===== config.mk =====
export PLATFORM = sky130hd
export DESIGN_NAME = data_mem_arbiter
export DESIGN_NICKNAME = d
export VERILOG_FILES = /design/src/rtl/data_mem_arbiter.sv
export SDC_FILE = /design/constraint.sdc
export NUM_CORES = 1
export LEC_CHECK = 0
export CAP_MARGIN = 10
export CORE_AREA = 2 2 116 118
export CTS_CLUSTER_SIZE = 12
export DETAILED_ROUTE_END_ITERATION = 7
export DIE_AREA = 0 0 118 120
export PLACE_DENSITY_LB_ADDON = 0.08
export SLEW_MARGIN = 20
export SYNTH_ARGS = -nofsm -noshare
export SYNTH_HDL_FRONTEND = slang
export SYNTH_SLANG_ARGS = --single-unit
export TNS_END_PERCENT = 1

===== constraint.sdc =====
create_clock -name CLK -period 1.75 [get_ports CLK]
set_clock_uncertainty 0.05 [all_clocks]
set_input_delay 0.2625 -clock CLK [delete_from_list [all_inputs] [get_ports CLK]]
set_output_delay 0.2625 -clock CLK [all_outputs]
set_load 0.05 [all_outputs]

===== src/rtl/data_mem_arbiter.sv =====
// Two-master arbiter in front of the data memory: M0 (CPU core) and M1 (loader/DMA)
// share one combinational memory port, with bounded hold time and alternating tie-break.
module data_mem_arbiter #(
  parameter int MAX_HOLD = 4
) (
  input  logic        CLK,
  input  logic        Reset,
  input  logic        M0Req,
  input  logic        M1Req,
  input  logic        M0WE,
  input  logic        M1WE,
  input  logic [31:0] M0Addr,
  input  logic [31:0] M1Addr,
  input  logic [31:0] M0WD,
  input  logic [31:0] M1WD,
  output logic        M0Gnt,
  output logic        M1Gnt,
  output logic [31:0] M0RD,
  output logic [31:0] M1RD,
  output logic        M0Valid,
  output logic        M1Valid,
  output logic [31:0] MemA,
  output logic [31:0] MemWD,
  output logic        MemWE,
  input  logic [31:0] MemRD
);

  typedef enum logic [1:0] {
    NONE = 2'd0,
    OWN0 = 2'd1,
    OWN1 = 2'd2
  } owner_e;

  localparam logic [4:0] HOLD_LIMIT = 5'(MAX_HOLD);

  owner_e      owner_q, owner_d;
  logic        last_owner_q, last_owner_d;
  logic [3:0]  hold_cnt_q, hold_cnt_d;
  logic        m0_valid_q, m0_valid_d;
  logic        m1_valid_q, m1_valid_d;
  logic [31:0] m0_rd_q, m0_rd_d;
  logic [31:0] m1_rd_q, m1_rd_d;
  logic        hold_done;

  // Gating with Reset makes an asserted reset kill the access in the same cycle.
  assign M0Gnt   = (owner_q == OWN0) & M0Req & Reset;
  assign M1Gnt   = (owner_q == OWN1) & M1Req & Reset;
  assign M0RD    = m0_rd_q;
  assign M1RD    = m1_rd_q;
  assign M0Valid = m0_valid_q;
  assign M1Valid = m1_valid_q;

  always_comb begin
    MemA  = 32'd0;
    MemWD = 32'd0;
    MemWE = 1'b0;
    if (M0Gnt) begin
      MemA  = M0Addr;
      MemWD = M0WD;
      MemWE = M0WE;
    end else if (M1Gnt) begin
      MemA  = M1Addr;
      MemWD = M1WD;
      MemWE = M1WE;
    end
  end

  // True on the owner's last allowed cycle; >= guards against a count that ran past the limit while alone.
  assign hold_done = ({1'b0, hold_cnt_q} + 5'd1) >= HOLD_LIMIT;

  always_comb begin
    owner_d = owner_q;
    case (owner_q)
      NONE: begin
        if (M0Req && M1Req) owner_d = last_owner_q ? OWN0 : OWN1;
        else if (M0Req)     owner_d = OWN0;
        else if (M1Req)     owner_d = OWN1;
      end
      OWN0: begin
        if (M1Req && (!M0Req || (M0Gnt && hold_done))) owner_d = OWN1;
        else if (M0Req)                                owner_d = OWN0;
        else                                           owner_d = NONE;
      end
      OWN1: begin
        if (M0Req && (!M1Req || (M1Gnt && hold_done))) owner_d = OWN0;
        else if (M1Req)                                owner_d = OWN1;
        else                                           owner_d = NONE;
      end
      default: owner_d = NONE;
    endcase
  end

  always_comb begin
    hold_cnt_d   = hold_cnt_q;
    last_owner_d = last_owner_q;
    if (owner_d != owner_q)
      hold_cnt_d = 4'd0;
    else if ((M0Gnt || M1Gnt) && hold_cnt_q != 4'hF)
      hold_cnt_d = hold_cnt_q + 4'd1;
    if (M0Gnt) last_owner_d = 1'b0;
    if (M1Gnt) last_owner_d = 1'b1;
  end

  always_comb begin
    m0_valid_d = M0Gnt & ~M0WE;
    m1_valid_d = M1Gnt & ~M1WE;
    m0_rd_d    = m0_valid_d ? MemRD : m0_rd_q;
    m1_rd_d    = m1_valid_d ? MemRD : m1_rd_q;
  end

  always_ff @(posedge CLK or negedge Reset) begin
    if (!Reset) begin
      owner_q      <= NONE;
      last_owner_q <= 1'b1;
      hold_cnt_q   <= 4'd0;
      m0_valid_q   <= 1'b0;
      m1_valid_q   <= 1'b0;
      m0_rd_q      <= 32'd0;
      m1_rd_q      <= 32'd0;
    end else begin
      owner_q      <= owner_d;
      last_owner_q <= last_owner_d;
      hold_cnt_q   <= hold_cnt_d;
      m0_valid_q   <= m0_valid_d;
      m1_valid_q   <= m1_valid_d;
      m0_rd_q      <= m0_rd_d;
      m1_rd_q      <= m1_rd_d;
    end
  end

endmodule


==> results of run 1 <==
what timing repair did:
item | CTS | global route
endpoints found under the setup margin | 102 | 130
gates resized for setup | 9 | 10
endpoints found under the hold margin | 7 | 0
hold buffers | 1 | 0
pin swaps | 19 | 6
cloned | 3 | 1
setup buffers | 6 | 2
state kept, by name, summed over array words and instances (netlist names):
name          count
M0RD             32
M1RD             32
hold_cnt_q        4
owner_q           2
M0Valid           1
M1Valid           1
last_owner_q      1
power groups by stage:
stage / clock (mW) / combinational [mW] / sequential, mW
3_5_place_dp: 0 / 5.18 / 2.60
3_3_place_gp: 0 / 5.14 / 2.60
6_report: 1.71 / 5.23 / 2.59
5_1_grt: 1.85 / 5.40 / 2.67
2_1_floorplan: 0 / 1.33 / 4.47
4_1_cts: 1.76 / 5.24 / 2.60
final timing paths:
| path | to | depth (start not counted) | start | slack [ns] |
|---|---|---|---|---|
| min | last_owner_q$_DFFE_PN1N_ | 2 | Reset | 0.006 |
| max | MemA[10] | 5 | owner_q[0]$_DFF_PN0_ | -0.31 |
| min reg2reg | M1RD[8]$_DFFE_PN0P_ | 1 | M1RD[8]$_DFFE_PN0P_ | 0.46 |
| max reg2reg | M1RD[1]$_DFFE_PN0P_ | 5 | owner_q[0]$_DFF_PN0_ | -0.17 |
| max in group asynchronous | hold_cnt_q[1]$_DFFE_PN0P_ | 3 | Reset | 0.84 |
| min in group CLK | M1RD[8]$_DFFE_PN0P_ | 1 | M1RD[8]$_DFFE_PN0P_ | 0.46 |
final cells by class:
class | instances | share of cell area
Timing Repair Buffer | 335 | 0.462
Multi-Input combinational cell | 172 | 0.265
Sequential cell | 73 | 0.212
Clock buffer | 10 | 0.0278
Tap cell | 176 | 0.0256
Clock inverter | 6 | 0.00494
Inverter | 6 | 0.00262
cell families after synthesis:
kind of cell	after synthesis	synth area share
AO/OA/AOI/OAI	88	0.189
flip-flops	73	0.469
multiplexers	65	0.243
buffers and inverters	33	0.0617
AND/OR/NAND/NOR	16	0.0276
adder cells (fa/ha/maj)	2	0.00642
XOR/XNOR	1	0.00225
through the flow:
stage / hold WS, ns / worst slack (ns) / setup TNS (ns) / utilization
CTS: 0.00751 / -0.338 / -25.42 / 0.656
global route: 0.0158 / -0.367 / -28.94 / 0.663
finish: 0.00569 / -0.311 / -22.55 / 0.663
global placement: 0.202 / -0.300 / -29.99 / 0.619
floorplan: -0.0831 / -0.0534 / -2.23 / -
detailed placement: 0.209 / -0.326 / -31.84 / 0.619
critical path, stage by stage (launching register included):
cell     delay [ns]
dfrtp_1        0.40
and4b_4        0.43
buf_12         0.16
buf_12         0.15
a22o_4         0.15
buf_12         0.13
metal layers:
metal,vias up,part of all wire
met5,-,0
met4,0,0.015
met3,15,0.071
met2,172,0.52
met1,1816,0.39
li1,1715,-
placed cells by master (no fill, tap or decap), types with 2 or more instances in the layout:
cell             Yosys  routed
o2111ai_1            3       3
inv_1                6       6
o21ai_0              3       3
nand3_1              2       2
clkdlybuf4s50_1      0     164
o211ai_1             2       2
mux2_4              58      60
clkinvlp_4           0       2
nor3_1               3       3
buf_16               0       3
dfrtp_1             72      72
a22o_2               0      17
clkinv_2             0       2
buf_4                1      86
buf_6                7       3
a21oi_1              4       4
buf_12               3      77
a22o_4               0      46
clkbuf_16            0      10
and4b_4              0       2
nand2_1              4       3
a221oi_1             2       2
nor2b_4              2       2
mux2_2               6       4
a22o_1              65       2
==> results_dict.tcl, run 1 <==
set metrics [dict create \
    status "complete, but fails checks" \
    violations "negative setup slack" \
    nets 765 \
    slew-limit-headroom 0.467 \
    yosys-top-cells-area "dfrtp_1 (46%), mux2_4 (22%), a22o_1 (15%), buf_6 (2.0%), mux2_2 (1.7%)" \
    synth.distinct_cells 36 \
    die_area_um2 14200 \
    final_cell_area_um2 8610 \
    setup.worst_path.end_class "output port" \
    die_w_um 118 \
    syn2layout_area_growth_pct 121 \
    wl_per_cell_um 19.9 \
    dp.cells 749 \
    fillCellCount 913 \
    seq_area_um2 1830 \
    drtIter0Drc 173 \
    clock.fmax_ghz 0.485 \
    overflow 0 \
    cts_root_buf "clkbuf_16" \
    p_sw_frac 0.427 \
    criticalPathCategory "register to output port" \
    worstMarginPinSlew_ns 0.799 \
    path_clk_slew_ns 0.06 \
    antenna_found_initial 0 \
    drv_slew 0 \
    p_seq_frac 0.272 \
    p_switching_mw 4.07 \
    cp-start-kind "register" \
    cell_internal_pwr_mw 5.46 \
    vdd_drop_max_mv 0.483 \
    final_cells 778 \
    drt-total-wl_um 15500 \
    yosysMostFrequentCell "dfrtp_1" \
    first_pass_iters 8 \
    yosys.area.top_type "dfrtp_1" \
    grtUsageMet3 0.0604 \
    min_path_type "input pin to asynchronous set/reset pin" \
    grt_max_degree 66 \
    cts_tree "yes" \
    ys_seq_area_frac 0.469 \
    grt_pass1_vias 3981 \
    comb_power_share 0.549 \
    io_pins 299 \
    track_usage 0.216 \
    cap_violations 0 \
    clkSinkCount 73 \
    busiest_layer "met2" \
    syn_avg_cell_area_um2 14.0 \
    antenna_cells 0 \
    hold_viol_final 0 \
    setup_violations 104 \
    syn-num-nets 446 \
    ys_async_sr_fraction 1.00 \
    power_density_nw_per_um2 1110 \
    multi_input_area_um2 2280 \
    post-route-period-util 1.18 \
    power_mw 9.53 \
    grt_pass1_wl_um 23500 \
    synth_flop_cell "dfrtp_1" \
    rsz0062_at_grt "yes" \
    num_vias 3718 \
    cp_max_fo 12 \
    cts_max_level 3 \
    clock_path_buffers 2 \
    gp_congestion 0.766 \
    worstSkewPairLatency_ns 0.33 \
    coreArea_um2 13000 \
    synthCells 278 \
    synth_top_area_frac 0.462 \
    synth_edf_count 0 \
    use_met2 0.377 \
    ys_top_cells_by_count "dfrtp_1 (72), a22o_1 (65), mux2_4 (58), buf_2 (9)" \
    place_hpwl_um 12000 \
    post_dp_cell_area_um2 8030 \
    drc_errors 0 \
    grt_use_met1 0.261 \
    cts_buffers 9 \
    cp_data_arrival_time_ns 1.75 \
    drive_above_1_share 0.535 \
    start_util 0.300 \
    required_ns 1.44 \
    portBuffers 298 \
    min_period_ns 2.06 \
    synth-seq-cells 73 \
    rows 42 \
    die_h_um 120 \
    yosysWarningCount 0 \
    power_leakage_nw 3.86 \
    ant_nets 0 \
    clockPowerShare 0.179 \
    setup_slack_ns -0.311 \
    via_per_inst 4.78 \
    synth_area_um2 3900 \
]
Power figures use the tool's default switching activity.
==> inputs of run 2 (changes only) <==
Settings changed: GPL_TIMING_DRIVEN from default to 0, SKIP_CTS_REPAIR_TIMING from default to 1.
==> results_dict.tcl, run 2 (same netlist as run 1, synthesis figures left out) <==
set metrics [dict create \
    status "complete, but fails checks" \
    violations "negative setup slack" \
    cp-start-kind "register" \
    p_sw_frac 0.429 \
    power_leakage_nw 4.37 \
    grt_pass1_wl_um 22100 \
    cts_buffers 9 \
    path_clk_slew_ns 0.06 \
    dp_worst_setup_slack_ns -1.50 \
    grt_max_degree 43 \
    die_w_um 118 \
    clock_path_buffers 2 \
    die_h_um 120 \
    track_usage 0.200 \
    nets 763 \
    min_period_ns 2.16 \
    worstSkewPairLatency_ns 0.33 \
    antenna_found_initial 0 \
    syn2layout_area_growth_pct 112 \
    reg2reg_setup_slack_ns -0.14 \
    cp_data_arrival_time_ns 1.85 \
    rows 42 \
    cap_violations 0 \
    fin_util 0.635 \
    power_density_nw_per_um2 1150 \
    cts_max_level 3 \
    power_mw 9.45 \
    slew-limit-headroom 0.624 \
    gp_congestion 0.801 \
    setup.worst_path.end_class "output port" \
    rsz0062_at_grt "yes" \
    coreArea_um2 13000 \
    num_vias 3762 \
    post-route-period-util 1.23 \
    p_switching_mw 4.06 \
    setup_slack_ns -0.409 \
    clkSinkCount 73 \
    criticalPathCategory "register to output port" \
    portBuffers 298 \
    drt-total-wl_um 14900 \
    min_path_type "input pin to register" \
    drc_errors 0 \
    worstMarginPinSlew_ns 0.562 \
    hold_viol_final 0 \
    ant_nets 0 \
    cp_max_fo 6 \
    via_per_inst 4.85 \
    antenna_cells 0 \
    drtIter0Drc 124 \
    cts_root_buf "clkbuf_16" \
    vdd_drop_max_mv 0.618 \
    start_util 0.300 \
    final_cell_area_um2 8240 \
    cts_tree "yes" \
    mostFrequentLayoutCells "clkdlybuf4s50_1 (162), dfrtp_1 (72), dlymetal6s2s_1 (68)" \
    clockPowerShare 0.181 \
    first_pass_iters 5 \
    clock.fmax_ghz 0.463 \
    io_pins 299 \
    comb_power_share 0.548 \
    grt_pass1_vias 4008 \
    fin_tns_setup_ns -31.29 \
    overflow 0 \
    final_common_cell "clkdlybuf4s50_1" \
    post_dp_cell_area_um2 7490 \
    place_hpwl_um 11500 \
    drive_above_1_share 0.410 \
    required_ns 1.44 \
    die_area_um2 14200 \
    drv_slew 0 \
    cell_internal_pwr_mw 5.39 \
    p_seq_frac 0.271 \
    wl_per_cell_um 19.2 \
    setup_violations 129 \
]
-- run 2: cell types whose count changed in the layout (fill, tap and decap cells not counted), sizes merged --
cell           change
clkbuf             +9
dlymetal6s2s      +68
clkinvlp           +1
inv                +1
clkinv             -1
clkdlybuf4s50      -2
buf               -78
-- run 2: worst paths after layout --
kind                       depth (start not counted)            startpoint                        to
max                                                7  owner_q[1]$_DFF_PN0_                  MemA[17]
min                                                2                 M0Req      owner_q[0]$_DFF_PN0_
max reg2reg                                        7  owner_q[0]$_DFF_PN0_       M1RD[8]$_DFFE_PN0P_
min reg2reg                                        1  M0RD[19]$_DFFE_PN0P_      M0RD[19]$_DFFE_PN0P_
max in group asynchronous                          3                 Reset  last_owner_q$_DFFE_PN1N_
min in group asynchronous                          3                 Reset      M0RD[19]$_DFFE_PN0P_
-- run 2: worst max-delay path, cell delays in order, from the launching register on --
cell	delay, ns
dfrtp_1	0.37
buf_6	0.13
and4b_1	0.18
buf_6	0.14
buf_12	0.14
clkbuf_16	0.15
a22o_4	0.24
buf_8	0.15
-- run 2: layer usage --
| layer | track usage | vias up | part of all wire |
|---|---|---|---|
| li1 | - | 1706 | - |
| met1 | 0.230 | 1861 | 0.38 |
| met2 | 0.352 | 177 | 0.52 |
| met3 | 0.0637 | 18 | 0.079 |
| met4 | 0.0700 | 0 | 0.021 |
| met5 | 0 | - | 0 |
-- run 2: area by class of cell --
class	instances	area, um^2
Sequential cell	73	1830
Timing Repair Buffer	306	3290
Inverter	6	22.5
Clock buffer	9	225
Tap cell	176	220
Buffer	27	394
Fill cell	1008	4740
Clock inverter	7	53.8
Multi-Input combinational cell	172	2200
-- run 2: power by group through the flow --
stage	Combinational (mW)	Clock, mW	Sequential (mW)
6_report	5.18	1.71	2.56
4_1_cts	5.16	1.75	2.58
5_1_grt	5.36	1.84	2.64
3_5_place_dp	5.14	0	2.59
2_1_floorplan	1.33	0	4.47
3_3_place_gp	5.10	0	2.57
-- run 2: metrics by stage --
stage	cells	hold WS [ns]
6_report	776	0.236
5_1_grt	776	0.224
4_1_cts	769	-0.174
3_5_place_dp	753	0.189
3_3_place_gp	752	0.441
2_1_floorplan	278	-0.0831
